<file path="src/rtl/mc_seq_ctrl.sv">
// Multi-cycle FETCH/DECODE/EXEC/MEM/WB sequencer for the RV32 datapath.
// Optional performance counters are built when MC_PERF_CNT_EN is defined.
module mc_seq_ctrl #(
   parameter int MEM_TIMEOUT = 15,
   parameter int CNT_W       = 32
) (
   input  logic             clk,
   input  logic             rstn,
   input  logic             run,
   output logic             imem_req,
   input  logic             imem_ready,
   output logic             ir_we,
   input  logic             dec_jal,
   input  logic             dec_jalr,
   input  logic             dec_br_taken,
   input  logic             dec_wb_en,
   input  logic             dec_mem_we,
   input  logic             dec_load,
   input  logic             dec_illegal,
   output logic             dmem_req,
   output logic             dmem_we,
   input  logic             dmem_ready,
   output logic             pc_we,
   output logic [1:0]       pc_sel,
   output logic             rf_we,
   output logic [2:0]       state,
   output logic             halted,
   output logic [1:0]       err_code,
   output logic [CNT_W-1:0] cycle_cnt,
   output logic [CNT_W-1:0] instret_cnt
);

   typedef enum logic [2:0] {
      S_IDLE   = 3'd0,
      S_FETCH  = 3'd1,
      S_DECODE = 3'd2,
      S_EXEC   = 3'd3,
      S_MEM    = 3'd4,
      S_WB     = 3'd5,
      S_HALT   = 3'd6
   } state_t;

   localparam int TO_W = (MEM_TIMEOUT > 1) ? $clog2(MEM_TIMEOUT + 1) : 1;
   localparam logic [TO_W-1:0] TO_LAST = TO_W'((MEM_TIMEOUT > 0) ? MEM_TIMEOUT - 1 : 0);
   localparam bit TO_EN = (MEM_TIMEOUT > 0);

   state_t          st;
   logic [TO_W-1:0] to_cnt;
   logic            retire;
   logic            to_hit;

   assign state  = st;
   assign to_hit = TO_EN && (to_cnt == TO_LAST);

   // Strobes that must coincide with a ready input are decoded from the current cycle.
   assign ir_we  = imem_req & imem_ready;
   assign retire = (st == S_EXEC && !(dec_load || dec_mem_we) && !dec_wb_en) ||
                   (st == S_MEM && dmem_ready && dmem_we) ||
                   (st == S_WB);
   assign pc_we  = retire;

   // NOTE: default assignment first so every path drives pc_sel and no latch is inferred.
   always_comb begin
      pc_sel = 2'b00;
      if (retire) begin
         if (dec_jalr)                     pc_sel = 2'b10;
         else if (dec_jal || dec_br_taken) pc_sel = 2'b01;
      end
   end

   // NOTE: state and registered outputs use non-blocking assignments; async reset clears requests at once.
   always_ff @(posedge clk or negedge rstn) begin
      if (!rstn) begin
         st       <= S_IDLE;
         to_cnt   <= '0;
         imem_req <= 1'b0;
         dmem_req <= 1'b0;
         dmem_we  <= 1'b0;
         rf_we    <= 1'b0;
         halted   <= 1'b0;
         err_code <= 2'b00;
      end else begin
         rf_we <= 1'b0;
         unique case (st)
            S_IDLE: begin
               if (run) begin
                  st       <= S_FETCH;
                  imem_req <= 1'b1;
                  to_cnt   <= '0;
               end
            end
            S_FETCH: begin
               if (imem_ready) begin
                  st       <= S_DECODE;
                  imem_req <= 1'b0;
               end else if (to_hit) begin
                  st       <= S_HALT;
                  imem_req <= 1'b0;
                  halted   <= 1'b1;
                  err_code <= 2'b10;
               end else if (TO_EN) begin
                  to_cnt <= to_cnt + 1'b1;
               end
            end
            S_DECODE: begin
               if (dec_illegal) begin
                  st       <= S_HALT;
                  halted   <= 1'b1;
                  err_code <= 2'b01;
               end else begin
                  st <= S_EXEC;
               end
            end
            S_EXEC: begin
               if (dec_load || dec_mem_we) begin
                  st       <= S_MEM;
                  dmem_req <= 1'b1;
                  dmem_we  <= dec_mem_we;
                  to_cnt   <= '0;
               end else if (dec_wb_en) begin
                  st    <= S_WB;
                  rf_we <= 1'b1;
               end
            end
            S_MEM: begin
               if (dmem_ready) begin
                  dmem_req <= 1'b0;
                  dmem_we  <= 1'b0;
                  if (!dmem_we) begin
                     st    <= S_WB;
                     rf_we <= 1'b1;
                  end
               end else if (to_hit) begin
                  st       <= S_HALT;
                  dmem_req <= 1'b0;
                  dmem_we  <= 1'b0;
                  halted   <= 1'b1;
                  err_code <= 2'b11;
               end else if (TO_EN) begin
                  to_cnt <= to_cnt + 1'b1;
               end
            end
            S_WB:    st <= S_WB;
            S_HALT:  st <= S_HALT;
            default: st <= S_IDLE;
         endcase

         // Retire overrides the per-state next state: continue or park at the boundary.
         if (retire) begin
            if (run) begin
               st       <= S_FETCH;
               imem_req <= 1'b1;
               to_cnt   <= '0;
            end else begin
               st <= S_IDLE;
            end
         end
      end
   end

`ifdef MC_PERF_CNT_EN
   always_ff @(posedge clk or negedge rstn) begin
      if (!rstn) begin
         cycle_cnt   <= '0;
         instret_cnt <= '0;
      end else begin
         if (st != S_IDLE && st != S_HALT) cycle_cnt <= cycle_cnt + 1'b1;
         if (pc_we)                        instret_cnt <= instret_cnt + 1'b1;
      end
   end
`else
   assign cycle_cnt   = '0;
   assign instret_cnt = '0;
`endif

endmodule

</file>
<file path="config.mk">
export PLATFORM = sky130hd
export DESIGN_NAME = mc_seq_ctrl
export DESIGN_NICKNAME = d
export VERILOG_FILES = /design/src/rtl/mc_seq_ctrl.sv
export SDC_FILE = /design/constraint.sdc
export NUM_CORES = 1
export LEC_CHECK = 0
export CORE_UTILIZATION = 41
export CTS_BUF_LIST = sky130_fd_sc_hd__clkbuf_8
export CTS_CLUSTER_DIAMETER = 50
export DETAILED_ROUTE_END_ITERATION = 7
export GPL_ROUTABILITY_DRIVEN = 1
export PLACE_DENSITY = 0.93
export SETUP_SLACK_MARGIN = 0.15
export SYNTH_ARGS = -nofsm -noshare
export SYNTH_HDL_FRONTEND = slang
export SYNTH_SLANG_ARGS = --single-unit
</file>
<file path="constraint.sdc">
create_clock -name clk -period 4.1 [get_ports clk]
set_input_delay 0.82 -clock clk [delete_from_list [all_inputs] [get_ports clk]]
set_output_delay 0.82 -clock clk [all_outputs]
set_load 0.1 [all_outputs]
</file>
=== Yosys cells after proc, flatten, opt, wreduce, memory -nomap -nowiden ===
Index checks and enable logic that the tools add are counted.

* Equal/unequal tests: 17
* Multiplexer cells: 50
* $add $sub $neg: 1
* Bitwise logic cells: 1
* Reduce and logical (&&, ||, !) cells: 17

{| class="wikitable"
|+ Operator list
! cell !! number
|-
| $mux 4 || 7
|-
| $mux 3 || 9
|-
| $pmux 3 s7 || 1
|-
| $mux 1 || 19
|-
| $pmux 4 s4 || 1
|-
| $mux 2 || 7
|-
| $ne 2x2->1 const B || 5
|-
| $eq 3x3->1 const B || 3
|-
| $pmux 1 s2 || 4
|-
| $eq 3x2->1 const B || 2
|-
| $ne 3x3->1 const B || 2
|-
| $pmux 2 s3 || 1
|-
| $reduce_and 3->1 || 2
|-
| $reduce_and 6->1 || 1
|-
| $add 4x1->4 const B || 1
|-
| $eq 4x4->1 const B || 1
|-
| $logic_and 1x1->1 || 4
|-
| $logic_or 1x1->1 || 4
|-
| $ne 4x3->1 const B || 1
|-
| $ne 4x4->1 const B || 1
|-
| $reduce_and 4->1 || 1
|-
| $eq 3x1->1 const B || 1
|-
| $logic_not 3->1 || 1
|-
| $pmux 1 s3 || 1
|-
| other kinds (5) || 6
|}

* Logic and storage cells: 94
* Register bits: 14
* Input port bits: 12
* Output and inout port bits: 78

=== Longest topological paths before layout ===
* Depth after elaboration: 8
* Gate-level depth with buffers: 6
* Depth with buffers taken out: 6

=== Worst setup path after synthesis ===
OpenSTA, ideal clock, no wires.

* Path kind: reg2out
* Start: register st[0] (netlist: state[0])
* End: output pc_sel[0]
* Cell stages (with the launch flop): 6
* Arrival time: 4.624 ns
* Data required time: 3.280 ns
* Path buffers: 1
* Path slack: -1.344 ns
* Cells stage by stage: dfrtp_1 > buf_2 > nor2b_1 > a32o_1 > inv_1 > nor3_1

* Word-level cells in the longest chain between the ends: 6
* Elaborated cells on any way between the ends: 10
* Classes of those cells: 3 x eq/ne; 1 x mux; 6 x reduce/logical

{| class="wikitable"
|+ Ends and longest elaborated chain
! element !! RTL line !! text
|-
| from (decl) || 47 || <nowiki>state_t st;</nowiki>
|-
| from (signal assigned) || 74 || <nowiki>st <= S_IDLE;</nowiki>
|-
| from (signal assigned) || 87 || <nowiki>st <= S_FETCH;</nowiki>
|-
| from (signal assigned) || 94 || <nowiki>st <= S_DECODE;</nowiki>
|-
| $eq 3x2->1 or $eq 3x3->1 (tied branches) || 57, 58 ||
|-
| $logic_and 1x1->1, on equally long branches (2 in series) || 57, 58 ||
|-
| $logic_or 1x1->1 || 57 || <nowiki>assign retire = (st == S_EXEC && !(dec_load || dec_mem_we) && !dec_wb_en) ||</nowiki>
|-
| $logic_or 1x1->1 (*) || 58 || <nowiki>(st == S_MEM && dmem_ready && dmem_we) ||</nowiki>
|-
| via pc_we || 23 || <nowiki>output logic pc_we,</nowiki>
|-
| $mux 2 (*) || 65 || <nowiki>if (retire) begin</nowiki>
|-
| to (decl) || 24 || <nowiki>output logic [1:0] pc_sel,</nowiki>
|}

Mark *: on every way through the listed nets, which the timed path passes. The rest lies on a longest branch.

=== Worst setup path after layout ===
* Start: input dec_mem_we
* End: output pc_sel[0]

* Word-level cells in the longest chain between the ends: 7

{| class="wikitable"
|+ Ends and longest elaborated chain
! element !! RTL line !! text
|-
| from (decl) || 17 || <nowiki>input logic dec_mem_we,</nowiki>
|-
| $logic_or 1x1->1 || 57 ||
|-
| $logic_not 1->1 || 57 ||
|-
| $logic_and 1x1->1 (2 in series) || 57 ||
|-
| $logic_or 1x1->1 || 57 ||
|-
| $logic_or 1x1->1 || 58 ||
|-
| $mux 2 || 65 ||
|}

No other way between the ends.

==> summary.md <==
| Metric | Value |
|---|---|
| Area contributors post-synth | buf_4, dfrtp_1, a21oi_1 |
| Routability Congestion | roughly 0.8 |
| Unrepaired setup endpoints after global routing | false |
| Final count of hold timing violations | 0 |
| Post-DRT Antenna Nets | 0 |
| Worst skew pair latency | 0.25 ns |
| Outcome | complete, no violations |
| Post-synthesis mux area share | 0.00779 |
| Vias | between 1,000 and 1,500 |
| Post-Synth Adder-Cell Area | 0.0173 |
| Share of flip-flops with an asynchronous set or reset | 1.00 |
| # fillers | 342 |
| 1st-iter DRT viols | 54 |
| Final period utilization | 0.772 |
| Slowest stage cell, crit path | clkdlybuf4s50_1 |
| Worst relative slew slack | 0.342 |
| PortBufs | 25 |
| Compound-gate portion of the synthesized area | 0.209 |
| Dpl cell area | 1480 um2 |
| Total grt overflow | 0 |
| Final non-filler cell area | 1540 um2 |
| DRC | 0 |
| Full die area | approximately 3800 um2 |
| Area share of the largest cell type after synthesis | 0.332 |
| First-pass GRT wire length | 4100 um |
| Warning count from the yosys run | 0 |
| Vias in the first global route | 905 |
| Setup TNS | 0 ns |
| Minimum clock period | 3.17 ns |
| Worst hold slack | 0.464 ns |
| Distinct cell type count after synthesis | 48 |
| CP peak stage delay | 0.43 ns |
| Worst setup path class | primary input to primary output |
| Post-DR wirelength/cell | between 10 and 15 um |
| Final slew viol count | 0 |
| CP Cell Sequence | clkdlybuf4s50_1 -> nor2_1 -> a32o_2 -> inv_1 -> nor3_4 -> buf_4 |
| Yosys reg bits | 14 |
| Number of H-tree levels | 1 |
| HP Class | register to register |
| Initial Util | 0.430 |
| Setup violators final | 0 |
| Critical path arrival | about 2.4 ns |
| R2R Path Start | state[1] |
| Highest Clock Rate | ~0.32 GHz |
| CTS tree | built |
| Clk slew on worst S/H paths | ~0.060 ns |
| Pin slew with the least headroom to its limit | 0.985 ns |
| Xor and xnor area share after synthesis | 0 |
| Pre-antenna DRT Iters | 4 |
| # diodes | 0 |
| Crit path from | dec_mem_we |
| DR vias/cell | approximately 4.5 |
| Leading area contributor after synthesis | buf_4 |
| Initial antenna violation count | 0 |
| Tot GR Track Use | 0.151 |
| TritonCTS Buffers | 3 |
| CP endpoint kind | primary output |
| P&R area growth vs syn | 6.41% |
| CP Buf/Inv Count | 3 |
| Layout Skew | 0.000803 ns |
| Largest net degree at the start of global routing | 22 |
| Post-CTS sizing | 0 |
| Simple-gate area share of the yosys netlist | 0.140 |
| I/O pin cnt | 90 |
| Die width | about 61 um |
| Die Ht | about 60 um |
| Most frequent cells in the layout | conb_1, clkdlybuf4s50_1, dfrtp_1 |
| Clock tree buffer depth | 2 |
| Commonest non-fill, non-tap cell in the layout | conb_1 |
| Post-synth EDFFs | 0 |
| Post-Synthesis Cell Area | 1450 um2 |
| Family with the most delay on the worst path | buffers and inverters |
| CTS Hold Bufs | 0 |
| Hold Crit Start | halted |
| Final WL | 2550 um |
| CTS Root Cell | clkbuf_8 |
| Ys flop type | dfrtp_1 |
| Register area share after synthesis | 0.242 |
| Post-CTS setup buffers | 0 |
| Worst path required time | around 3.3 ns |
| Largest family of logic cells by synthesized area | buffers and inverters |
| CP max FO | 5 |
| Max-cap violations | 0 |
| Nets | about 210 |
| Startpoint type of the worst setup path | primary input |
| Post-Syn Area per Cell | 8.31 um2 |
| DP Wirelength | 1930 um |
| Cell Rows | 21 |
| Clk sink count | 14 |
| Ratio of cells with drive above 1 in the final layout | 0.102 |
| Syn Inst Count | 174 |
| Total core area | 3360 um2 |
## per-layer routing
metal	up-vias	GRT usage	routed length, um	share of wire
li1	509	-	-	-
met1	511	0.182	967	0.38
met2	77	0.247	1260	0.49
met3	7	0.0273	240	0.094
met4	0	0.0984	80	0.031
met5	-	0	0	0
## cell type report
| class | instances | area (um2) | share of cell area |
|---|---|---|---|
| Clock buffer | 4 | 55.1 | 0.0358 |
| Tap cell | 46 | 57.6 | 0.0374 |
| Multi-Input combinational cell | 143 | 793 | 0.516 |
| Sequential cell | 14 | 350 | 0.228 |
| Inverter | 11 | 41.3 | 0.0269 |
| Timing Repair Buffer | 25 | 240 | 0.156 |
## state kept, by name (all words and copies together), names as in the netlist
signal and cells:
err_code 2, state 3, rf_we 1, dmem_we 1, imem_req 1, to_cnt 4, halted 1, dmem_req 1
## cells by family (layout without fill, tap and decap cells)
kind of cell | count (synthesis) | count (layout)
AOI/OAI and AO/OA | 41 | 41
adders and majority gates | 2 | 2
buffers and inverters | 80 | 40
DFF | 14 | 14
muxes | 1 | 1
other | 1 | 64
and+or+nand+nor | 35 | 35
## synth_stat cells, types with 2 or more instances
master and number:
a31oi_1 3, a211oi_1 2, a21oi_1 9, nand2_1 4, a21o_1 2, and3_1 2, buf_2 2, nand2b_1 2
nor2b_1 3, nor2_1 6, nor3_1 3, nand3_1 4, dfrtp_1 14, a21oi_2 2, a211oi_2 2, buf_4 64
ha_1 2, inv_1 11, and2_1 2, o21ai_0 7
## worst register-to-register path: stages, from the launching register on
cell and delay (ns):
dfrtp_1 0.62, nor3b_1 0.51, a21boi_0 0.29, a21oi_1 0.09
mux2_2 0.31
## metrics by stage
| stage | std cells | util | setup WS, ns |
|---|---|---|---|
| CTS | 243 | 0.457 | 0.931 |
| global placement | 239 | 0.441 | 0.971 |
| floorplan | 237 | - | 0.200 |
| finish | 243 | 0.457 | 0.934 |
| global route | 243 | 0.457 | 0.822 |
| detailed placement | 239 | 0.441 | 0.945 |
## worst paths after layout
check                                 end  slack [ns]  cells after the start
worst max-delay path            pc_sel[0]        0.93                      6
worst min-delay path               halted        0.46                      1
worst max register to register    dmem_we        2.18                      4
worst min register to register     halted        0.46                      1
max in group asynchronous        state[0]        2.73                      1
min in group asynchronous        dmem_req        0.96                      1
Power is not shown: default switching activity piles up to over one toggle a cycle in this logic, so the estimate is an artifact.
